File: src/rtl/serial_word_rx.sv
// Serial frame receiver: start, 7 data bits LSB first, optional parity, stop.
// Delivers a registered 7-bit word with one-cycle valid/error strobes.
module serial_word_rx #(
    parameter bit PARITY_EN  = 1'b1,
    parameter bit PARITY_ODD = 1'b0
) (
    input  logic       clk,
    input  logic       reset,
    input  logic       sin,
    input  logic       bit_en,
    output logic [6:0] data,
    output logic       data_valid,
    output logic       parity_err,
    output logic       frame_err,
    output logic       busy
);

    typedef enum logic [1:0] {
        S_IDLE,
        S_DATA,
        S_PARITY,
        S_STOP
    } state_e;

    state_e     state_q, state_d;
    logic [2:0] count_q, count_d;
    logic [6:0] shift_q, shift_d;
    logic [6:0] data_q, data_d;
    logic       par_q, par_d;
    logic       valid_q, valid_d;
    logic       perr_q, perr_d;
    logic       ferr_q, ferr_d;
    logic       busy_q, busy_d;
    logic       par_ok;

    // Without a parity bit every frame counts as parity-good.
    assign par_ok = !PARITY_EN || (par_q == (^shift_q ^ PARITY_ODD));

    always_comb begin
        state_d = state_q;
        count_d = count_q;
        shift_d = shift_q;
        data_d  = data_q;
        par_d   = par_q;
        valid_d = 1'b0;
        perr_d  = 1'b0;
        ferr_d  = 1'b0;
        if (bit_en) begin
            unique case (state_q)
                S_IDLE: begin
                    if (!sin) begin
                        state_d = S_DATA;
                        count_d = 3'd0;
                    end
                end
                S_DATA: begin
                    shift_d[count_q] = sin;
                    if (count_q == 3'd6) begin
                        count_d = 3'd0;
                        state_d = PARITY_EN ? S_PARITY : S_STOP;
                    end else begin
                        count_d = count_q + 3'd1;
                    end
                end
                S_PARITY: begin
                    par_d   = sin;
                    state_d = S_STOP;
                end
                S_STOP: begin
                    state_d = S_IDLE;
                    ferr_d  = !sin;
                    perr_d  = !par_ok;
                    if (sin && par_ok) begin
                        data_d  = shift_q;
                        valid_d = 1'b1;
                    end
                end
                default: state_d = S_IDLE;
            endcase
        end
        busy_d = (state_d != S_IDLE);
    end

    always_ff @(posedge clk) begin
        if (reset) begin
            state_q <= S_IDLE;
            count_q <= 3'd0;
            shift_q <= 7'd0;
            data_q  <= 7'd0;
            par_q   <= 1'b0;
            valid_q <= 1'b0;
            perr_q  <= 1'b0;
            ferr_q  <= 1'b0;
            busy_q  <= 1'b0;
        end else begin
            state_q <= state_d;
            count_q <= count_d;
            shift_q <= shift_d;
            data_q  <= data_d;
            par_q   <= par_d;
            valid_q <= valid_d;
            perr_q  <= perr_d;
            ferr_q  <= ferr_d;
            busy_q  <= busy_d;
        end
    end

    assign data       = data_q;
    assign data_valid = valid_q;
    assign parity_err = perr_q;
    assign frame_err  = ferr_q;
    assign busy       = busy_q;

endmodule

File: config.mk
export PLATFORM = sky130hd
export DESIGN_NAME = serial_word_rx
export DESIGN_NICKNAME = d
export VERILOG_FILES = /design/src/rtl/serial_word_rx.sv
export SDC_FILE = /design/constraint.sdc
export NUM_CORES = 1
export LEC_CHECK = 0
export ABC_CLOCK_PERIOD_IN_PS = 3720
export CAP_MARGIN = 20
export CORE_MARGIN = 2
export CORE_UTILIZATION = 40
export CTS_BUF_LIST = sky130_fd_sc_hd__clkbuf_2 sky130_fd_sc_hd__clkbuf_4 sky130_fd_sc_hd__clkbuf_8
export CTS_CLUSTER_SIZE = 28
export DETAILED_ROUTE_END_ITERATION = 10
export GPL_TIMING_DRIVEN = 1
export SYNTH_ARGS = -nofsm -noshare
export SYNTH_HDL_FRONTEND = slang
export SYNTH_SLANG_ARGS = --single-unit
File: constraint.sdc
create_clock -name clk -period 3.72 [get_ports clk]
set_clock_uncertainty 0.15 [all_clocks]
set_input_delay 0.744 -clock clk [delete_from_list [all_inputs] [get_ports clk]]
set_output_delay 0.744 -clock clk [all_outputs]
set_load 0.02 [all_outputs]
==> results of run 1 <==
[power breakdown]
| part | internal, mW | switching (mW) | total, mW |
|---|---|---|---|
| clock network | 0.109 | 0.0817 | 0.191 |
| logic | 0.0106 | 0.0139 | 0.0245 |
| registers | 0.260 | 0.00307 | 0.263 |
| total | 0.379 | 0.0987 | 0.478 |
[final timing paths]
check                                start  endpoint  slack (ps)  depth (start not counted)
worst min register to register     data[5]   data[5]         330                          2
worst max-delay path               data[6]   data[6]        1540                          1
worst min-delay path               data[5]   data[5]         330                          2
worst max register to register  shift_q[2]   data[4]        1910                          5
[sequential cells by signal, indices dropped and copies added (netlist names)]
signal	count
state_q	2
data_valid	1
data	7
frame_err	1
par_q	1
count_q	3
shift_q	7
busy	1
parity_err	1
[layer usage]
| layer | vias up | routed length (um) |
|---|---|---|
| met1 | 365 | 836 |
| met5 | - | 0 |
| met4 | 0 | 20 |
| met3 | 4 | 64 |
| li1 | 414 | - |
| met2 | 20 | 883 |
[cell families after synthesis]
| family | share of synthesized area (%) |
|---|---|
| buffers and inverters | 3.29 |
| muxes | 14.1 |
| xor gates and xnor gates | 5.76 |
| AOI/OAI and AO/OA | 6.12 |
| DFF | 45.2 |
| and+or+nand+nor | 25.5 |
[stage by stage]
| stage | util (%) | setup WS [ps] | cells |
|---|---|---|---|
| after CTS | 50.5 | 1520 | 159 |
| after global routing | 50.5 | 1420 | 159 |
| after detailed placement | 48.4 | 1250 | 155 |
| after global placement | 48.4 | 1270 | 155 |
| final | 50.5 | 1540 | 159 |
| after floorplan | - | 1950 | 117 |
[layout make-up]
cell class | count | share of cell area (%)
multi-input cells | 86 | 43.4
clock inverters | 1 | 2.38
well taps | 30 | 2.97
flip-flops and latches | 24 | 38.1
clock buffers | 3 | 1.78
inverters | 1 | 0.297
repair buffers | 14 | 11.1
[placed cells by master (no fill, tap or decap)]
| master | instances |
|---|---|
| nand2_1 | 8 |
| bufinv_16 | 1 |
| xnor2_1 | 7 |
| o21ai_0 | 5 |
| inv_1 | 1 |
| mux2i_1 | 15 |
| and2_1 | 1 |
| nor2b_1 | 4 |
| nor3b_1 | 1 |
| nand3b_1 | 1 |
| and3_1 | 2 |
| nor3_1 | 2 |
| clkdlybuf4s50_1 | 14 |
| dfxtp_1 | 24 |
| clkbuf_4 | 3 |
| or2b_1 | 4 |
| nand2b_1 | 10 |
| a21oi_1 | 5 |
| nand3_1 | 3 |
| a211oi_1 | 2 |
| nor2_1 | 15 |
| nor4b_1 | 1 |
==> results.md, run 1 <==
- Crit path largest cell delay: about 600 ps
- CP required: approximately 2800 ps
- Ys async rst share: 0%
- Crit path max-delay cell type: clkdlybuf4s50_1
- Final Total Pwr: 478 uW
- Pin count of the biggest net entering global routing: 32
- Critical path class: flop to primary output
- Syn. warnings: 0
- Clk_lat worst skew: between 300 and 400 ps
- Crit Path Max Fanout: 2
- Power Density: roughly 380 mW/mm^2
- Critical path buffers and inverters: 1
- Initial Utilization: about 43%
- PostCTS Resize Cnt: 0
- Synth top area cells: dfxtp_1 (45%), mux2i_1 (14%), nand2b_1 (5.9%)
- Synth cell types: 23
- Ant diodes: 0
- Post-CTS setup buffer count: 0
- Final nets: around 130
- Die W: between 50 and 60 um
- Initial antenna violation count: 0
- # rows: 18
- Hold buffer count at CTS: 0
- Hold Fails Final Rpt: 0
- Max Slew Vio Count: 0
- Drt first pass iters: 4
- Syn Nets: between 100 and 150
- Final period util: between 50% and 60%
- DRT antenna net count: 0
- Total Routing Usage GR: 13.0%
- Most common library cells after synthesis: dfxtp_1 (24), mux2i_1 (15), nor2_1 (15)
- RSZ-0062 raised after global routing: false
- DRC: 0
- Initial DRC count: 5
- FF+latch area: just under 500 um^2
- Area of placed instances: 0.00121 mm^2
- Busiest layer in global routing: met2
- Synth top area share: between 40% and 50%
- Clk slew on worst S/H paths: around 140 ps
- Worst setup SP type: flop
- Status: finished, final reports clean
- P_leak: ~0.47 nW
- GR met1 Demand/Resource: around 17%
- Vias per cell: approximately 5.1
- Crit-path leading delay family: buffers and inverters
- DIE AREA: around 0.0031 mm^2
- Slew headroom: 38.4%
- Post-layout minimum cycle time: about 2200 ps
- Post-synth top area cell: dfxtp_1
- Worst hold margin: between 300 and 400 ps
- Main flop type after synthesis: dfxtp_1
- CTS buffer count: 3
- Data arrival time of the worst path: approximately 1300 ps
- Mapped cell area: about 0.0011 mm^2
- Area of the multi-input gates: 548 um^2
- Final setup vio count: 0
- Die Ht: 55.6 um
- Number of global-route vias before repair: a little over 700
- Total vias in the final route: about 800
- Hold Path Class: flop to flop
- Post-synth EDFFs: 0
- GR Util met3: ~2.1%
- DPL Wire Length: 1230 um
- P&R area growth vs syn: 18.7%
- IO Pins: 15
- Routed WL: approximately 1800 um
- Buffers added on ports: 14
- Clock Path Buffers: 2
- Sequential-to-total area share from yosys stat: ~45%
- Grt met2 use: 21.4%
- First-pass GRT wire length: about 3200 um
- Core area: 0.00250 mm^2
- Post-Route Setup TNS: 0 ps
- Layout cells sized above 1: between 3 and 4%
- Max Cap Viol: 0
- Fillcell total: 268
- Crit path cell chain: clkdlybuf4s50_1
- Fmax: roughly 460 MHz
- CTS Sinks: 24
- Gate count of the mapped netlist: about 120
- Grt total ovfl: 0
- Layout Cell Area excl Fill: approximately 0.0013 mm^2
- Peak supply drop: around 0.21 mV
- Routed len/inst: about 11 um
- H-tree depth: 1
- Avg Cell Area, Syn: 9.09 um^2
- Worst Tran Pin Value: 921 ps
- CTS tree: yes
- FF+latch count, synth: 24
- Final Wtd Congestion: around 0.7
- Top-count cell post-synth: dfxtp_1
- Critical path endpoint category: primary output
- Root Buffer: clkbuf_4
Note: power is estimated with default switching activity, not from simulation.
==> run 2, diff against run 1 <==
ABC_CLOCK_PERIOD_IN_PS = 2150   (was 3720)
clock period = 2.15 ns   (was 3.72 ns; I/O delays follow)
==> results.md, run 2 (synthesized netlist as in run 1, its figures left out) <==
- Status: finished, final reports clean (unchanged)
- Final Wtd Congestion: 0.718 (was 0.719)
- Worst setup SP type: flop (unchanged)
- DPL Wire Length: 1280 um (was 1230 um)
- Crit path max-delay cell type: clkdlybuf4s50_1 (unchanged)
- Layout cells sized above 1: 5.30% (was 3.10%)
- P&R area growth vs syn: 22.0% (was 18.7%)
- Crit. path cell count: 1 (unchanged)
- Routed len/inst: 11.6 um (was 11.4 um)
- RSZ-0062 raised after global routing: false (unchanged)
- Clk slew on worst S/H paths: 140 ps (about the same)
- Setup crit start: data[3] (was data[6])
- Vias per cell: 4.85 (was 5.05)
- Area of placed instances: 0.00124 mm^2 (was 0.00121 mm^2)
- Crit-path leading delay family: buffers and inverters (unchanged)
- Number of global-route vias before repair: 774 (was 725)
- PostCTS Resize Cnt: 0 (unchanged)
- Reg2Reg Capture Point: data[2] (was data[4])
- Post-Route Setup TNS: 0 ps (unchanged)
- Core area: 0.00250 mm^2 (unchanged)
- Layout Cell Area excl Fill: 0.00130 mm^2 (was 0.00126 mm^2)
- Final nets: 137 (was 134)
- Commonest cells after routing, fill and taps aside: dfxtp_1 (24), mux2i_1 (15), nor2_1 (15) (unchanged)
- H-tree depth: 1 (unchanged)
- Buffers added on ports: 14 (unchanged)
- DRC: 0 (unchanged)
- Commonest non-fill, non-tap cell in the layout: dfxtp_1 (unchanged)
- Routed WL: 1890 um (was 1810 um)
- # rows: 18 (unchanged)
- Crit path capture: data[3] (was data[6])
- Initial Utilization: 42.5% (unchanged)
- Root Buffer: clkbuf_4 (unchanged)
- Die W: 55.6 um (unchanged)
- Pin count of the biggest net entering global routing: 32 (unchanged)
- CTS buffer count: 3 (unchanged)
- Hold Path Class: flop to flop (unchanged)
- Grt total ovfl: 0 (unchanged)
- Final Non-Filler Cells: 162 (was 159)
- DIE AREA: 0.00309 mm^2 (unchanged)
- Data arrival time of the worst path: 1290 ps (was 1280 ps)
- First-pass GRT wire length: 3350 um (was 3240 um)
- Max Cap Viol: 0 (unchanged)
- Power Density: 639 mW/mm^2 (was 378 mW/mm^2)
- CTS Sinks: 24 (unchanged)
- Worst Reg-to-Reg Cells: 6 (was 5)
- Fillcell total: 244 (was 268)
- P_leak: 0.487 nW (was 0.469 nW)
- Critical path buffers and inverters: 1 (unchanged)
- Die Ht: 55.6 um (unchanged)
- Peak supply drop: 0.358 mV (was 0.212 mV)
- R2R Setup Slk: 490 ps (was 1910 ps)
- CP required: 1570 ps (was 2830 ps)
- Max Slew Vio Count: 0 (unchanged)
- Initial antenna violation count: 0 (unchanged)
- Critical path class: flop to primary output (unchanged)
- Worst Tran Pin Value: 382 ps (was 921 ps)
- Crit path largest cell delay: 610 ps (was 600 ps)
- Clk_lat worst skew: 320 ps (was 310 ps)
- Final setup vio count: 0 (unchanged)
- Ant diodes: 0 (unchanged)
- Fmax: between 500 and 600 MHz
- Drt first pass iters: 2 (was 4)
- DRT antenna net count: 0 (unchanged)
- Final period util: about 87%
- Slew headroom: 74.2% (was 38.4%)
- Clock Path Buffers: 2 (unchanged)
- Total Routing Usage GR: 13.5% (was 13.0%)
- Worst Hold Depth: 2 (unchanged)
- Total vias in the final route: 786 (was 803)
- Hold buffer count at CTS: 0 (unchanged)
- Crit Path Max Fanout: 2 (unchanged)
- Post-layout minimum cycle time: ~1900 ps
- CTS tree: yes (unchanged)
- Initial DRC count: 10 (was 5)
- Hold Fails Final Rpt: 0 (unchanged)
- Critical path endpoint category: primary output (unchanged)
- Post-Place Cells: 158 (was 155)
- Crit path cell chain: clkdlybuf4s50_1 (unchanged)
- FF-to-FF Start: shift_q[2] (unchanged)
- IO Pins: 15 (unchanged)
- Post-CTS setup buffer count: 0 (unchanged)
- Final Util: 51.9% (was 50.5%)
[run 2: changes by cell type in the layout (fill, tap and decap cells not counted)]
cell    before  now
buf_12       0    1
buf_4        0    2
[run 2: metrics by stage]
stage | setup WS, ps | power (mW) | hold slack [ps]
finish | 284 | 0.829 | 333
global route | 209 | 0.864 | 358
CTS | 261 | 0.839 | 340
detailed placement | 62.6 | 0.509 | 316
global placement | 116 | 0.509 | 309
floorplan | 682 | 0.493 | 327
[run 2: worst min-delay path by stage]
stage / from / end / slack [ps]
after global routing: data[4] / data[4] / 360
after CTS: data[1] / data[1] / 340
after detailed placement: data[6] / data[6] / 320
after floorplan: shift_q[2] / data[2] / 330
after global placement: data[4] / data[4] / 310
final: data[4] / data[4] / 330
[run 2: area by class of cell]
type | count | area [um^2] | area share, %
Clock buffer | 3 | 22.5 | 1.74
Clock inverter | 1 | 30.0 | 2.31
Inverter | 1 | 3.75 | 0.289
Multi-Input combinational cell | 86 | 548 | 42.2
Sequential cell | 24 | 480 | 37.0
Tap cell | 30 | 37.5 | 2.89
Timing Repair Buffer | 17 | 175 | 13.5
[run 2: layer usage]
metal	vias to the layer above	global-route usage, %	part of all wire (%)
met5	-	0	0
met4	0	6.27	0.74
met3	2	2.11	3.0
met2	9	22.4	47
met1	359	16.9	50
li1	416	-	-
[run 2: power by group]
group	switching, mW	total [mW]	internal, mW
Sequential	0.00538	0.454	0.449
Clock	0.140	0.328	0.188
Combinational	0.0254	0.0460	0.0206
